File: src/rtl/uart_arb_pkg.sv
// uart_arb_pkg: arbiter state encoding and default parameter values (no ports)
package uart_arb_pkg;
    typedef enum logic {ARB_IDLE = 1'b0, ARB_LOCKED = 1'b1} arb_state_t;
    localparam int DEF_NUM_REQ        = 4;
    localparam int DEF_DATA_WIDTH     = 8;
    localparam int DEF_TIMEOUT_CYCLES = 255;
endpackage

File: src/rtl/uart_tx_arbiter_picker.sv
// rr_priority_picker: one-hot pick of the first set request at or after ptr, wrapping
// ports: req (request vector), ptr (start index) -> pick (one-hot), any (some request set)
module rr_priority_picker
    import uart_arb_pkg::*;
#(
    parameter int NUM_REQ = DEF_NUM_REQ,
    parameter int PW      = $clog2(NUM_REQ)
) (
    input  logic [NUM_REQ-1:0] req,
    input  logic [PW-1:0]      ptr,
    output logic [NUM_REQ-1:0] pick,
    output logic               any
);
    logic [NUM_REQ-1:0] rot, low;
    // rotate so ptr sits at bit 0, isolate the lowest set bit, rotate back
    assign rot  = NUM_REQ'({req, req} >> ptr);
    assign low  = rot & (-rot);
    assign pick = NUM_REQ'({low, low} << ptr >> NUM_REQ);
    assign any  = |req;
endmodule

File: src/rtl/uart_tx_arbiter.sv
// uart_tx_arbiter: round-robin, message-locked arbiter feeding one UART TX FIFO
// ports: clock, reset (sync, active-high); req_valid/req_data/req_last/req_ready per requester;
//        fifo_full in, fifo_wr_en/fifo_wr_data out; grant (one-hot owner), busy, timeout pulse
// option: define UART_ARB_TIMEOUT_EN to revoke a grant after TIMEOUT_CYCLES idle owner cycles
module uart_tx_arbiter
    import uart_arb_pkg::*;
#(
    parameter int NUM_REQ        = DEF_NUM_REQ,
    parameter int DATA_WIDTH     = DEF_DATA_WIDTH,
    parameter int TIMEOUT_CYCLES = DEF_TIMEOUT_CYCLES
) (
    input  logic                          clock,
    input  logic                          reset,
    input  logic [NUM_REQ-1:0]            req_valid,
    input  logic [NUM_REQ*DATA_WIDTH-1:0] req_data,
    input  logic [NUM_REQ-1:0]            req_last,
    output logic [NUM_REQ-1:0]            req_ready,
    input  logic                          fifo_full,
    output logic                          fifo_wr_en,
    output logic [DATA_WIDTH-1:0]         fifo_wr_data,
    output logic [NUM_REQ-1:0]            grant,
    output logic                          busy,
    output logic                          timeout
);
    localparam int PW = $clog2(NUM_REQ);

    if (NUM_REQ < 2 || NUM_REQ > 8 || TIMEOUT_CYCLES < 1 || TIMEOUT_CYCLES > 65535) begin : g_bad_param
        $error("uart_tx_arbiter: parameter out of range");
    end

    arb_state_t              state, state_n;
    logic [NUM_REQ-1:0]      grant_n, pick;
    logic [PW-1:0]           rr_ptr, rr_ptr_n, ptr_after;
    logic                    any_valid, own_valid, own_last, expire, release_msg;
    logic [DATA_WIDTH-1:0]   own_data;

    rr_priority_picker #(.NUM_REQ(NUM_REQ), .PW(PW)) u_picker (
        .req (req_valid),
        .ptr (rr_ptr),
        .pick(pick),
        .any (any_valid)
    );

    always_comb begin
        own_data  = '0;
        ptr_after = '0;
        for (int i = 0; i < NUM_REQ; i++) begin
            if (grant[i]) begin
                own_data  = req_data[i*DATA_WIDTH +: DATA_WIDTH];
                ptr_after = PW'((i + 1) % NUM_REQ);
            end
        end
    end

    // reset gating keeps a message abandoned by reset from writing in the reset cycle itself
    assign busy         = state == ARB_LOCKED;
    assign own_valid    = |(req_valid & grant);
    assign own_last     = |(req_last & grant);
    assign req_ready    = (busy && !fifo_full && !reset) ? grant : '0;
    assign fifo_wr_en   = |(req_valid & req_ready);
    assign fifo_wr_data = fifo_wr_en ? own_data : '0;
    assign release_msg  = (fifo_wr_en && own_last) || expire;

`ifdef UART_ARB_TIMEOUT_EN
    logic [15:0] wd_cnt;
    logic        idle_cycle;
    assign idle_cycle = busy && !own_valid && !fifo_full;
    assign expire     = idle_cycle && wd_cnt == 16'(TIMEOUT_CYCLES - 1);
    always_ff @(posedge clock) begin
        if (reset) begin
            wd_cnt  <= '0;
            timeout <= 1'b0;
        end else begin
            wd_cnt  <= (idle_cycle && !expire) ? wd_cnt + 16'd1 : '0;
            timeout <= expire;
        end
    end
`else
    assign expire  = 1'b0;
    assign timeout = 1'b0;
`endif

    always_comb begin
        state_n  = state;
        grant_n  = grant;
        rr_ptr_n = rr_ptr;
        if (state == ARB_IDLE) begin
            if (any_valid) begin
                state_n = ARB_LOCKED;
                grant_n = pick;
            end
        end else if (release_msg) begin
            state_n  = ARB_IDLE;
            grant_n  = '0;
            rr_ptr_n = ptr_after;
        end
    end

    always_ff @(posedge clock) begin
        if (reset) begin
            state  <= ARB_IDLE;
            grant  <= '0;
            rr_ptr <= '0;
        end else begin
            state  <= state_n;
            grant  <= grant_n;
            rr_ptr <= rr_ptr_n;
        end
    end
endmodule

File: config.mk
export PLATFORM = sky130hd
export DESIGN_NAME = uart_tx_arbiter
export DESIGN_NICKNAME = d
export VERILOG_FILES = /design/src/rtl/uart_arb_pkg.sv /design/src/rtl/uart_tx_arbiter_picker.sv /design/src/rtl/uart_tx_arbiter.sv
export SDC_FILE = /design/constraint.sdc
export NUM_CORES = 1
export LEC_CHECK = 0
export CAP_MARGIN = 20
export CORE_MARGIN = 2
export CORE_UTILIZATION = 33
export CTS_BUF_LIST = sky130_fd_sc_hd__clkbuf_16
export DETAILED_ROUTE_END_ITERATION = 12
export GPL_TIMING_DRIVEN = 1
export PLACE_DENSITY = 0.79
export REMOVE_ABC_BUFFERS = 1
export SLEW_MARGIN = 5
export SYNTH_ARGS = -nofsm -noshare
export SYNTH_HDL_FRONTEND = slang
export SYNTH_HIERARCHICAL = 1
export SYNTH_SLANG_ARGS = --single-unit
export TNS_END_PERCENT = 50
File: constraint.sdc
create_clock -name clock -period 1.65 [get_ports clock]
set_input_delay 0.2475 -clock clock [delete_from_list [all_inputs] [get_ports clock]]
set_output_delay 0.2475 -clock clock [all_outputs]
set_load 0.05 [all_outputs]
==> metrics <==
Post-route DRC 0; Internal 669 µW; Crit. End Element primary output; register bit total from synthesis 7; Post-CTS Hold Fix Bufs 0; total clock buffers created by CTS 3; clock buffer depth 2; Worst Hold Launch rr_ptr[1]; die width 53.4 µm; nets 233; Slew Viols, Final 0; Avg Cell Area, Syn 7.19 µm²; crit path max fanout 3; Area Growth Syn to Fin 141%; Via density 5.62; Initial Util 0.357; share of cells above drive strength 1 0.354; R2R depth 7; clock skew 0.562 ps; r2r setup slk 60 ps; initial antenna violation count 0; FP Rows 17; Clock Sinks 7; CP Capture Point fifo_wr_data[7]; largest net degree at the start of global routing 13; leak pwr 0.000784 µW; max cap viols 0; period utilization 1.08; Cell Pwr Density 461 nW/µm²; min cycle time layout 1780 ps; sequential area share after synthesis 0.174; RSZ-0062 raised after global routing yes; logic gate share of total power 0.349; Yosys cell types 33; die area 2850 µm²; Sequential Power Share 0.202; most common cell after layout, fill and taps aside clkdlybuf4s50_1; sw frac 0.254; dpl cells 210; Antenna Nets Post-Route 0; clock-pin slew of the registers on the worst-case setup and hold paths 40 ps; worst path cell trace nor2b_4 -> buf_4 -> a221oi_1 -> a211o_1 -> a21oi_4 -> buf_12; number of global-route vias before repair 1330; CP Class register to primary output; DP Area 1710 µm²; core area 2250 µm²; synthesized area 806 µm²; I/O Buffers 60; area taken by multi-input logic gates 684 µm²; final wirelength 3.78 mm; CP arrival 1530 ps; CP Launch Point grant[0]; Power Total 896 µW; Clock Latency Late Sink 230 ps; H-Tree Depth 1; Inserted Diodes 0; GRT overflow 0; Finish-stage setup viols 9; failing checks negative setup slack; Clock Power Share 0.449; Sequential Area 143 µm²; Critical R2R Capture rr_ptr[0]; crit start category register; First DRT Iteration DRCs 20; Slowest-stage cell, CP dfxtp_2; status complete, but fails checks; synthesized instance count 112; yosys warns 6; post-route cell area 1940 µm²; CP required 1400 ps; Max stage delay on crit path 330 ps; filler cell count 129; final worst-path setup slack -127 ps; Ports 62; Die H 53.4 µm; Non-Filler Instances 217; via count 1220; final hold vios 0; root buf cell clkbuf_16; Final HPWL DP 2.36 mm; post-detailed-route wirelength per cell 17.4 µm; NetSw 227 µW; CTS tree built; final RePlAce weighted congestion 0.767; setup_tns -916 ps; GRT Util Overall 0.291; commonest cells after routing, fill and taps aside clkdlybuf4s50_1, buf_4, buf_12; first-pass GRT wire length 6.00 mm; Max Freq 0.563 GHz; VDD IR max 0.499 mV; First-pass DRT Iterations 4; Hold WC Path Type register to register; Worst Hold Path Cells 2; R2R Path Start grant[1]
Yosys cell counts:
master / n / area, µm²
nor3b_2: 1 / 12.5
a2bb2oi_2: 1 / 15.0
o21ai_0: 1 / 5.00
a21oi_1: 10 / 50.1
conb_1: 1 / 3.75
o22ai_1: 1 / 6.26
buf_1: 1 / 3.75
mux2i_1: 2 / 20.0
nand3b_1: 4 / 30.0
a211o_1: 8 / 70.1
nor3_2: 1 / 10.0
o21bai_1: 2 / 15.0
o21a_1: 2 / 15.0
a221oi_1: 8 / 70.1
a22oi_1: 2 / 15.0
buf_2: 1 / 5.00
nor2_1: 4 / 15.0
nand2_1: 11 / 41.3
nor2b_1: 2 / 12.5
inv_1: 13 / 48.8
and2_1: 5 / 31.3
inv_2: 1 / 3.75
buf_6: 1 / 11.3
dfxtp_1: 7 / 140
a22o_1: 2 / 17.5
o32ai_1: 4 / 35.0
o221a_2: 1 / 11.3
buf_4: 1 / 7.51
a21o_1: 1 / 7.51
nand2b_1: 4 / 25.0
clkbuf_1: 6 / 22.5
and3_1: 2 / 12.5
o21ai_4: 1 / 16.3
critical path, delay by kind of cell, from the launching register on:
kind,cells,cell delay (ps)
compound gates,3,500
flops,1,330
buf+inv,2,300
simple gates,1,170
layer usage:
metal	vias up	part of all wire	track usage
met2	66	0.53	0.529
li1	564	-	-
met5	-	0	0
met1	577	0.38	0.311
met4	0	0.025	0.150
met3	13	0.069	0.0593
power groups by stage:
stage | combinational, µW | sequential [µW] | clock (µW)
global route | 330 | 182 | 423
finish | 312 | 181 | 402
CTS | 298 | 180 | 410
detailed placement | 279 | 181 | 0
global placement | 274 | 180 | 0
floorplan | 78.3 | 205 | 0
cell type report:
cell class                      count  area share
Clock inverter                      1     0.00193
Clock buffer                        3      0.0387
Timing Repair Buffer               83       0.488
Inverter                           14      0.0271
Tap cell                           28      0.0180
Sequential cell                     7      0.0735
Multi-Input combinational cell     81       0.352
flip-flops by register name (all words and copies together), names as in the netlist:
register,flops
grant,4
rr_ptr,2
busy,1
how the worst min path moves through the flow:
stage           endpoint  slack (ps)
5_1_grt        rr_ptr[1]         610
4_1_cts             busy         550
3_3_place_gp   rr_ptr[1]         540
6_report       rr_ptr[1]         570
3_5_place_dp   rr_ptr[1]         560
2_1_floorplan       busy         320
through the flow:
step | setup slack, ps | utilization | hold slack, ps
CTS | -81.6 | 0.852 | 546
detailed placement | -257 | 0.758 | 563
floorplan | -942 | - | 317
finish | -127 | 0.861 | 566
global route | -175 | 0.861 | 613
global placement | -207 | 0.758 | 536
logic make-up after synthesis:
| kind of cell | Yosys count | share of synthesized area |
|---|---|---|
| AO/OA/AOI/OAI | 44 | 0.433 |
| AND/OR/NAND/NOR | 34 | 0.236 |
| buffers and inverters | 24 | 0.127 |
| flip-flops | 7 | 0.174 |
| multiplexers | 2 | 0.0248 |
| other | 1 | 0.00465 |
timing repair:
item,CTS,global route
buffers inserted,2,0
pin swaps,20,1
gates cloned,1,0
endpoints found under the hold margin,0,0
gates resized for setup,32,6
setup endpoints to repair,13,19
Power figures use the tool's default switching activity.
